--- config.mk ---
export PLATFORM = sky130hd
export DESIGN_NAME = johnson_decoder_flat
export DESIGN_NICKNAME = d
export VERILOG_FILES = /design/src/rtl/johnson_decoder_if.sv /design/src/rtl/johnson_decoder.sv /design/src/flat_wrapper.sv
export SDC_FILE = /design/constraint.sdc
export NUM_CORES = 1
export LEC_CHECK = 0
export ABC_CLOCK_PERIOD_IN_PS = 7880
export CORE_ASPECT_RATIO = 2
export CORE_MARGIN = 2
export CORE_UTILIZATION = 45
export DETAILED_ROUTE_END_ITERATION = 7
export PLACE_DENSITY = 0.68
export SYNTH_ARGS = -nofsm -noshare
export SYNTH_HDL_FRONTEND = slang
export SYNTH_SLANG_ARGS = --single-unit
--- constraint.sdc ---
create_clock -name clk -period 7.88 [get_ports clk]
set_input_delay 2.364 -clock clk [delete_from_list [all_inputs] [get_ports clk]]
set_output_delay 2.364 -clock clk [all_outputs]
set_load 0.01 [all_outputs]
--- src/rtl/johnson_decoder_if.sv ---
// Bus bundle between a Johnson-code source (master) and johnson_decoder (slave).
interface johnson_decoder_if #(
  parameter int unsigned WIDTH = 4,
  parameter int unsigned IDX_W = 3
);
  logic [WIDTH-1:0] code_in;
  logic             code_valid;
  logic [IDX_W-1:0] index;
  logic             index_valid;
  logic             illegal_code;
  logic             seq_error;
  logic             locked;
  logic [7:0]       err_count;

  modport master (
    output code_in, code_valid,
    input  index, index_valid, illegal_code, seq_error, locked, err_count
  );

  modport slave (
    input  code_in, code_valid,
    output index, index_valid, illegal_code, seq_error, locked, err_count
  );
endinterface

--- src/rtl/johnson_decoder.sv ---
// Johnson-code receive decoder: 2-stage pipeline, legality/step checks and lock FSM.
// Optional saturating total-error counter built when JOHNSON_DECODER_ERR_COUNT_EN is defined.
module johnson_decoder #(
  parameter int unsigned WIDTH      = 4,
  parameter int unsigned IDX_W      = 3,
  parameter int unsigned LOCK_COUNT = 4,
  parameter int unsigned MAX_ERRS   = 2,
  parameter int unsigned ALLOW_HOLD = 1
) (
  input logic              clk,
  input logic              reset,
  johnson_decoder_if.slave bus
);
  localparam int unsigned SEQ_LEN = 2 * WIDTH;
  localparam logic [3:0]  LOCK_N  = 4'(LOCK_COUNT);
  localparam logic [3:0]  ERRS_N  = 4'(MAX_ERRS);

  typedef enum logic [1:0] {
    UNLOCKED = 2'd0,
    ACQUIRE  = 2'd1,
    LOCKED   = 2'd2
  } state_e;

  logic [WIDTH-1:0] code_q;
  logic             vld_q;
  state_e           state_q;
  logic [IDX_W-1:0] ref_q;
  logic [IDX_W-1:0] index_q;
  logic [3:0]       good_cnt_q;
  logic [3:0]       err_run_q;
  logic             index_valid_q;
  logic             illegal_q;
  logic             seq_err_q;
  logic             locked_q;

  logic [IDX_W:0]   trans;
  logic [IDX_W:0]   ones;
  logic [IDX_W-1:0] dec_idx;
  logic [IDX_W-1:0] ref_inc;
  logic             legal;
  logic             step_ok;
  logic             bad_code;
  logic             bad_step;
  logic             good_step;

  always_comb begin
    trans = '0;
    ones  = '0;
    for (int unsigned i = 0; i + 1 < WIDTH; i++) begin
      if (code_q[i] != code_q[i+1]) trans = trans + 1'b1;
    end
    for (int unsigned i = 0; i < WIDTH; i++) begin
      ones = ones + {{IDX_W{1'b0}}, code_q[i]};
    end
    legal = (trans <= (IDX_W+1)'(1));
    // Rising half of the ring (LSB set, or all zeros) counts ones; falling half counts back from 2*WIDTH.
    if (code_q[0] || (code_q == '0)) dec_idx = ones[IDX_W-1:0];
    else                             dec_idx = IDX_W'(SEQ_LEN - 32'(ones));
    ref_inc   = (32'(ref_q) == SEQ_LEN - 1) ? '0 : ref_q + 1'b1;
    step_ok   = (dec_idx == ref_inc) || ((ALLOW_HOLD != 0) && (dec_idx == ref_q));
    bad_code  = vld_q && !legal;
    bad_step  = vld_q && legal && (state_q != UNLOCKED) && !step_ok;
    good_step = vld_q && legal && !bad_step;
  end

  always_ff @(posedge clk) begin
    if (reset) begin
      code_q        <= '0;
      vld_q         <= 1'b0;
      state_q       <= UNLOCKED;
      ref_q         <= '0;
      index_q       <= '0;
      good_cnt_q    <= '0;
      err_run_q     <= '0;
      index_valid_q <= 1'b0;
      illegal_q     <= 1'b0;
      seq_err_q     <= 1'b0;
      locked_q      <= 1'b0;
    end else begin
      code_q        <= bus.code_in;
      vld_q         <= bus.code_valid;
      index_valid_q <= vld_q && legal;
      illegal_q     <= bad_code;
      seq_err_q     <= bad_step;
      if (vld_q && legal) begin
        index_q <= dec_idx;
        ref_q   <= dec_idx;
      end
      unique case (state_q)
        UNLOCKED: begin
          if (good_step) begin
            good_cnt_q <= 4'd1;
            if (LOCK_N == 4'd1) begin
              state_q  <= LOCKED;
              locked_q <= 1'b1;
            end else begin
              state_q  <= ACQUIRE;
            end
          end
        end
        ACQUIRE: begin
          if (bad_code) begin
            state_q    <= UNLOCKED;
            good_cnt_q <= '0;
          end else if (bad_step) begin
            good_cnt_q <= 4'd1;
          end else if (good_step) begin
            good_cnt_q <= good_cnt_q + 4'd1;
            if (4'(good_cnt_q + 4'd1) == LOCK_N) begin
              state_q  <= LOCKED;
              locked_q <= 1'b1;
            end
          end
        end
        LOCKED: begin
          if (bad_code || bad_step) begin
            if (4'(err_run_q + 4'd1) == ERRS_N) begin
              state_q    <= UNLOCKED;
              locked_q   <= 1'b0;
              err_run_q  <= '0;
              good_cnt_q <= '0;
            end else begin
              err_run_q  <= err_run_q + 4'd1;
            end
          end else if (good_step) begin
            err_run_q <= '0;
          end
        end
        default: begin
          state_q  <= UNLOCKED;
          locked_q <= 1'b0;
        end
      endcase
    end
  end

`ifdef JOHNSON_DECODER_ERR_COUNT_EN
  logic [7:0] err_cnt_q;

  always_ff @(posedge clk) begin
    if (reset) begin
      err_cnt_q <= '0;
    end else if ((bad_code || bad_step) && (err_cnt_q != '1)) begin
      err_cnt_q <= err_cnt_q + 8'd1;
    end
  end

  assign bus.err_count = err_cnt_q;
`else
  assign bus.err_count = '0;
`endif

  assign bus.index        = index_q;
  assign bus.index_valid  = index_valid_q;
  assign bus.illegal_code = illegal_q;
  assign bus.seq_error    = seq_err_q;
  assign bus.locked       = locked_q;
endmodule

--- src/flat_wrapper.sv ---
// flat-port wrapper written by rule: the top's interface ports become plain ports
module johnson_decoder_flat 
#(
  parameter int unsigned WIDTH      = 4,
  parameter int unsigned IDX_W      = 3,
  parameter int unsigned LOCK_COUNT = 4,
  parameter int unsigned MAX_ERRS   = 2,
  parameter int unsigned ALLOW_HOLD = 1
)
  (clk, reset, bus_code_in, bus_code_valid, bus_index, bus_index_valid, bus_illegal_code, bus_seq_error, bus_locked, bus_err_count);
  johnson_decoder_if #(.WIDTH(WIDTH), .IDX_W(IDX_W)) bus_i ();
  input logic clk;
  input logic reset;
  input wire logic [$bits(bus_i.code_in)-1:0] bus_code_in;
  input wire logic [$bits(bus_i.code_valid)-1:0] bus_code_valid;
  output wire logic [$bits(bus_i.index)-1:0] bus_index;
  output wire logic [$bits(bus_i.index_valid)-1:0] bus_index_valid;
  output wire logic [$bits(bus_i.illegal_code)-1:0] bus_illegal_code;
  output wire logic [$bits(bus_i.seq_error)-1:0] bus_seq_error;
  output wire logic [$bits(bus_i.locked)-1:0] bus_locked;
  output wire logic [$bits(bus_i.err_count)-1:0] bus_err_count;
  assign bus_i.code_in = bus_code_in;
  assign bus_i.code_valid = bus_code_valid;
  assign bus_index = bus_i.index;
  assign bus_index_valid = bus_i.index_valid;
  assign bus_illegal_code = bus_i.illegal_code;
  assign bus_seq_error = bus_i.seq_error;
  assign bus_locked = bus_i.locked;
  assign bus_err_count = bus_i.err_count;
  johnson_decoder #(.WIDTH(WIDTH), .IDX_W(IDX_W), .LOCK_COUNT(LOCK_COUNT), .MAX_ERRS(MAX_ERRS), .ALLOW_HOLD(ALLOW_HOLD)) u_core (.clk(clk), .reset(reset), .bus(bus_i));
endmodule
==> results of run 1 <==
==> state kept, by name (all words and copies together), names as in the netlist <==
name,count
u_core.bus.index_valid,1
u_core.bus.locked,1
u_core.state_q,2
u_core.ref_q,3
u_core.bus.illegal_code,1
u_core.good_cnt_q,4
u_core.code_q,4
u_core.err_run_q,4
u_core.bus.seq_error,1
u_core.vld_q,1
==> metal layers <==
layer / share of wire, % / track usage, % / vias to the layer above
met4: 3.2 / 8.556 / 0
met1: 39 / 17.53 / 589
li1: - / - / 612
met3: 2.3 / 2.526 / 9
met5: 0 / 0 / -
met2: 56 / 32.21 / 19
==> worst max-delay path: stages <==
cell and delay (ns):
clkdlybuf4s50_1 0.81, or3b_1 0.58, nor3_1 0.21, a211o_1 0.12
==> cell usage in the layout (no fill, tap or decap), drive strengths merged, types with 2 or more instances in the layout <==
cell / count
and2: 3
inv: 13
mux2i: 3
nor2: 15
nor4b: 2
nor2b: 9
a22oi: 2
conb: 8
o21ai: 2
dfxtp: 22
nor3: 3
clkbuf: 3
nor4: 3
nand3: 4
a211o: 3
nand3b: 2
o21a: 3
a21oi: 4
clkdlybuf4s50: 13
ha: 15
a211oi: 6
nand2: 12
xnor2: 6
a31oi: 2
o31ai: 3
a21o: 3
==> metrics by stage <==
| step | setup slack [ns] | hold slack [ns] | total power [mW] | instances | util (%) |
|---|---|---|---|---|---|
| after floorplan | 4.517 | 0.4688 | 0.2356 | 178 | - |
| final | 4.000 | 0.5284 | 0.3292 | 213 | 52.47 |
| after global placement | 3.779 | 0.4958 | 0.2586 | 210 | 51.18 |
| after CTS | 3.988 | 0.5325 | 0.3310 | 213 | 52.47 |
| after detailed placement | 3.709 | 0.5129 | 0.2610 | 210 | 51.18 |
| after global routing | 3.841 | 0.5523 | 0.3522 | 213 | 52.47 |
==> power groups by stage <==
| stage | sequential (mW) | clock [mW] | combinational [mW] |
|---|---|---|---|
| 6_report | 0.129 | 0.0697 | 0.131 |
| 5_1_grt | 0.130 | 0.0762 | 0.146 |
| 4_1_cts | 0.129 | 0.0719 | 0.131 |
| 3_5_place_dp | 0.131 | 0 | 0.130 |
| 2_1_floorplan | 0.130 | 0 | 0.106 |
| 3_3_place_gp | 0.131 | 0 | 0.128 |
==> synthesized netlist by cell type, types with 4 or more instances <==
library cell and n:
buf_4 8, a21oi_1 4, nor2_1 15, nor2b_1 9, a211oi_1 5, ha_1 15
xnor2_1 5, nand2_1 12, dfxtp_1 22, inv_1 13, nand3_1 4
==> cells by family after synthesis <==
family / count (synthesis)
buffers and inverters: 25
adder cells (fa/ha/maj): 16
other: 1
AND/OR/NAND/NOR: 59
multiplexers: 3
XOR/XNOR: 8
flip-flops: 22
AO/OA/AOI/OAI: 37
==> final cells by class <==
class	count	share of cell area (%)
clock buffers	3	2.465
inverters	13	2.913
multi-input cells	131	58.25
flip-flops and latches	22	26.29
well taps	31	2.315
repair buffers	13	7.767
==> worst paths after layout <==
kind	slack, ns	cells past startpoint	endpoint	startpoint
min	0.53	2	u_core.state_q[0]	u_core.state_q[0]
max reg2reg	4.21	15	u_core.good_cnt_q[2]	u_core.code_q[0]
max	4.00	4	u_core.good_cnt_q[3]	reset
min reg2reg	0.53	2	u_core.state_q[0]	u_core.state_q[0]
==> summary.md, run 1 <==
| Metric | Value |
|---|---|
| WL per Instance | `13.91 um` |
| Minimum clock period | `3.880 ns` |
| Clock Skews | `0.005683 ns` |
| Final setup fails | `0` |
| Starting density of the core | `47.41%` |
| Pins Over Slew Limit | `0` |
| Synth top area cells | `dfxtp_1, ha_1, buf_4, nor2_1, nor2b_1` |
| Seq pwr share | `39.1%` |
| CTS-repair resized insts | `0` |
| Clk slew on worst S/H paths | `0.08 ns` |
| Post-Synth XOR/XNOR Area | `6.033%` |
| Status | `completed` |
| CTS Sinks | `22` |
| Final #Nets | `207` |
| TNS Setup | `0 ns` |
| Hpwl dp | `2.375 mm` |
| Critical path data required time | `8.09 ns` |
| Combinational family with the most area after synthesis | `simple AND/OR/NAND/NOR gates` |
| DRT Pass-1 Iters | `4` |
| Unrepaired setup endpoints after global routing | `no` |
| Pleak | `0.6753 nW` |
| CP Launch Type | `primary input` |
| Pin count of the biggest net entering global routing | `23` |
| ANT cells | `0` |
| DR vias | `1229` |
| GP Congestion | `0.8527` |
| Final hold violations | `0` |
| Switch Pwr | `0.1187 mW` |
| Maxcap violations | `0` |
| Area Growth Syn to Fin | `10.66%` |
| Vias in the first global route | `1225` |
| TritonCTS Buffers | `3` |
| WS Path Type | `in -> reg` |
| Synthesized area per cell | `8.854 um2` |
| Seq/Total Area, Yosys | `29.09%` |
| Routed vias/inst | `5.770` |
| H-tree Lvls | `1` |
| Fillcell total | `312` |
| Final instance area | `0.001675 mm2` |
| Die X | `45.02 um` |
| Adder-cell area share of the yosys netlist | `13.72%` |
| Yosys reg bits | `22` |
| GRT Util Overall | `17.40%` |
| Number of flops mapped to enable cells by yosys | `0` |
| CTS tree | `built` |
| Synthesized instance count | `171` |
| Synth cell types | `49` |
| Initial antenna violation count | `0` |
| Final WL | `2.962 mm` |
| Post-Place Cell Area | `0.001634 mm2` |
| Clock Latency Late Sink | `0.26 ns` |
| Layout cells sized above 1 | `6.593%` |
| Max FO, Critical Path | `22` |
| Top cell type by total area after synthesis | `dfxtp_1` |
| Clock power share | `21.2%` |
| Power density cells | `196.5 mW/mm2` |
| Int Pwr | `0.2105 mW` |
| Synth warnings | `0` |
| Headroom to the max-slew limit | `47.76%` |
| Post-synth top flop | `dfxtp_1` |
| Remaining DRCs | `0` |
| Period Utilization, post-route | `49.23%` |
| Core area | `0.003193 mm2` |
| Post-CTS Setup Bufs | `0` |
| CTS Buffer Depth | `2` |
| Synthesized cell area | `0.001514 mm2` |
| Starting DRT DRC Count | `57` |
| Post-cts hold buffer count | `0` |
| CTS root buffer | `clkbuf_8` |
| Max Fclk | `0.2578 GHz` |
| Worst hold-check path type | `reg -> reg` |
| Mux contribution to synthesized area | `2.231%` |
| Placement Rows | `29` |
| Compound-Gate Fraction of Synth Area | `20.17%` |
| # IOs | `22` |
| CP Capture Type | `flop` |
| PortBufs | `13` |
| Crit path DAT | `4.09 ns` |
| Grt ovf | `0` |
| First-pass GRT wire length | `5.161 mm` |
| ANT nets after route | `0` |
| Net Sw Frac | `36.07%` |
| Post-synth top area share | `29.09%` |
| Register area | `440.4 um2` |
| Die Span Y | `86.03 um` |
| Worst VDD drop | `0.0001050 V` |
| Share of flip-flops with an asynchronous set or reset | `0%` |
| Comb pwr share | `39.7%` |
| Pin slew with the least headroom to its limit | `0.7812 ns` |
| Multi-input gate area | `975.9 um2` |
| Simple-Gate Fraction of Synth Area | `20.33%` |
| DIE AREA | `0.003873 mm2` |
Power figures use the tool's default switching activity.
==> inputs of run 2 (changes only) <==
--- a/config.mk
+++ b/config.mk
@@ -5,12 +5,12 @@
 export SDC_FILE = /design/constraint.sdc
 export NUM_CORES = 1
 export LEC_CHECK = 0
-export ABC_CLOCK_PERIOD_IN_PS = 7880
+export ABC_CLOCK_PERIOD_IN_PS = 3200
 export CORE_ASPECT_RATIO = 2
 export CORE_MARGIN = 2
 export CORE_UTILIZATION = 45
 export DETAILED_ROUTE_END_ITERATION = 7
-export PLACE_DENSITY = 0.68
+export PLACE_DENSITY = 0.71
 export SYNTH_ARGS = -nofsm -noshare
 export SYNTH_HDL_FRONTEND = slang
 export SYNTH_SLANG_ARGS = --single-unit
==> constraint.sdc (replaced) <==
create_clock -name clk -period 3.2 [get_ports clk]
set_input_delay 0.96 -clock clk [delete_from_list [all_inputs] [get_ports clk]]
set_output_delay 0.96 -clock clk [all_outputs]
set_load 0.01 [all_outputs]
==> run 2 against run 1 <==
Against the previous run:
- critical path depth grew 11
- worst hold slack lost 0.012 ns
- power grew to 2.8 times the previous value
- clock skew grew 0.0026 ns
- sequential power grew 140%
- combinational power grew to 3.2 times the previous value
- count of clock-buffer cells in the layout grew 1
- non-clock buffer count grew 13
- global-route usage grew 0.76 points
- critical endpoint is now u_core.good_cnt_q[2]
- largest power group unchanged
- highest routed layer unchanged
==> summary.md, run 2 (same netlist as run 1, synthesis figures left out) <==
| Metric | Value |
|---|---|
| Unrepaired setup endpoints after global routing | `yes` |
| Starting density of the core | `47.41%` |
| Final hold violations | `0` |
| WS Path Type | `reg -> reg` |
| Clock Latency Late Sink | `0.26 ns` |
| Status | `completed` |
| Pin count of the biggest net entering global routing | `19` |
| Area Growth Syn to Fin | `24.38%` |
| GRT Util Overall | `18.16%` |
| CTS Sinks | `22` |
| CP Launch Type | `flop` |
| ANT cells | `0` |
| TritonCTS Buffers | `3` |
| Power density cells | `498.1 mW/mm2` |
| Crit path DAT | `3.25 ns` |
| H-tree Lvls | `1` |
| ANT nets after route | `0` |
| First-pass GRT wire length | `5.416 mm` |
| Minimum clock period | `3.086 ns` |
| Final WL | `3.244 mm` |
| Core area | `0.003193 mm2` |
| Vias in the first global route | `1330` |
| Maxcap violations | `0` |
| Starting DRT DRC Count | `21` |
| Slowest-stage cell, CP | `o32ai_4` |
| # IOs | `22` |
| Pleak | `0.7637 nW` |
| Crit path buf inv count | `4` |
| Post-cts hold buffer count | `0` |
| CP Capture Type | `flop` |
| Remaining DRCs | `0` |
| Final Util | `58.97%` |
| Critical path data required time | `3.36 ns` |
| Final setup fails | `0` |
| Hpwl dp | `2.562 mm` |
| CTS Buffer Depth | `2` |
| Initial antenna violation count | `0` |
| Clock Skews | `0.008256 ns` |
| Max incr delay on CP | `0.38 ns` |
| Most common cell after layout, fill and taps aside | `dfxtp_1` |
| Hold path depth | `2` |
| Delay-heaviest family, CP | `compound AO/OA/AOI/OAI gates` |
| Critical path depth in cells | `15` |
| Worst VDD drop | `0.0002815 V` |
| Die Span Y | `86.03 um` |
| GP Congestion | `0.8579` |
| Grt ovf | `0` |
| Max Fclk | `0.3240 GHz` |
| WL per Instance | `14.29 um` |
| Die X | `45.02 um` |
| Clk slew on worst S/H paths | `0.09 ns` |
| Layout cells sized above 1 | `22.45%` |
| Period Utilization, post-route | `96.44%` |
| Biggest registers after layout | `u_core.code_q (4), u_core.err_run_q (4), u_core.good_cnt_q (4)` |
| Placement Rows | `29` |
| CTS tree | `built` |
| Fillcell total | `300` |
| DR vias | `1276` |
| Pins Over Slew Limit | `0` |
| Cell Chain, Critical Path | `inv_2 -> ha_4 -> inv_1 -> fa_2 -> inv_2 -> ha_4 -> inv_2 -> ha_2 -> a211oi_4 -> xnor2_2 -> xnor2_2 -> o32ai_4 -> o41a_1 -> nor4b_2 -> a311o_2` |
| Routed vias/inst | `5.621` |
| PortBufs | `13` |
| Worst Reg-to-Reg Cells | `15` |
| CTS root buffer | `clkbuf_8` |
| DRT Pass-1 Iters | `4` |
| CP dominant cell by count | `inv_2` |
| Max FO, Critical Path | `5` |
| Total power | `0.9379 mW` |
| Highest-count cells in the layout ignoring fill and taps | `dfxtp_1, nor2_1, clkdlybuf4s50_1, buf_4, ha_1` |
| DIE AREA | `0.003873 mm2` |
| Final #Nets | `220` |
| Worst hold-check path type | `reg -> reg` |
==> run 2: final timing paths <==
check,startpoint,end,slack [ns]
max,u_core.code_q[0],u_core.good_cnt_q[2],0.11
min,u_core.state_q[0],u_core.state_q[0],0.52
max reg2reg,u_core.code_q[0],u_core.good_cnt_q[2],0.11
min reg2reg,u_core.state_q[0],u_core.state_q[0],0.52
==> run 2: tightest hold or removal path, stage by stage (launching register included) <==
cell	delay (ns)
dfxtp_1	0.35
nand2_1	0.07
mux2i_1	0.06
==> run 2: area by class of cell <==
type	instances	area (um2)	area share [%]
well taps	31	38.79	2.060
clock buffers	4	55.05	2.924
flip-flops and latches	22	442.9	23.52
inverters	13	48.80	2.591
multi-input cells	131	1070	56.81
repair buffers	26	227.7	12.09
==> run 2: what timing repair did <==
item,in CTS,in global routing
pin swaps,9,7
gates resized for setup,8,4
endpoints found under the hold margin,0,0
setup endpoints to repair,8,8
setup buffers,3,0
==> run 2: metrics by stage <==
step                hold WS [ns]  instance area (um2)  cells   TNS, ns  setup WS (ns)
finish                    0.5169                 1883    227         0         0.1138
global route              0.5266                 1883    227  -0.04831       -0.02004
CTS                       0.5181                 1866    227         0       0.008122
detailed placement        0.5049                 1765    220   -0.2920        -0.1087
global placement          0.4831                 1765    220         0        0.01621
floorplan                 0.4688                 1597    178         0        0.01678
==> run 2: power by group <==
part | internal, mW | leakage [nW] | switching (mW)
Sequential | 0.293 | 0.180 | 0.0223
Clock | 0.110 | 0.0288 | 0.0922
Combinational | 0.203 | 0.555 | 0.217
Total | 0.606 | 0.764 | 0.331
==> run 2: layer usage <==
layer / vias up / global-route usage [%] / share of wire (%)
met5: - / 0 / 0
met4: 0 / 6.150 / 1.6
met3: 6 / 1.895 / 2.2
met2: 23 / 36.10 / 60
met1: 612 / 17.62 / 36
li1: 635 / - / -
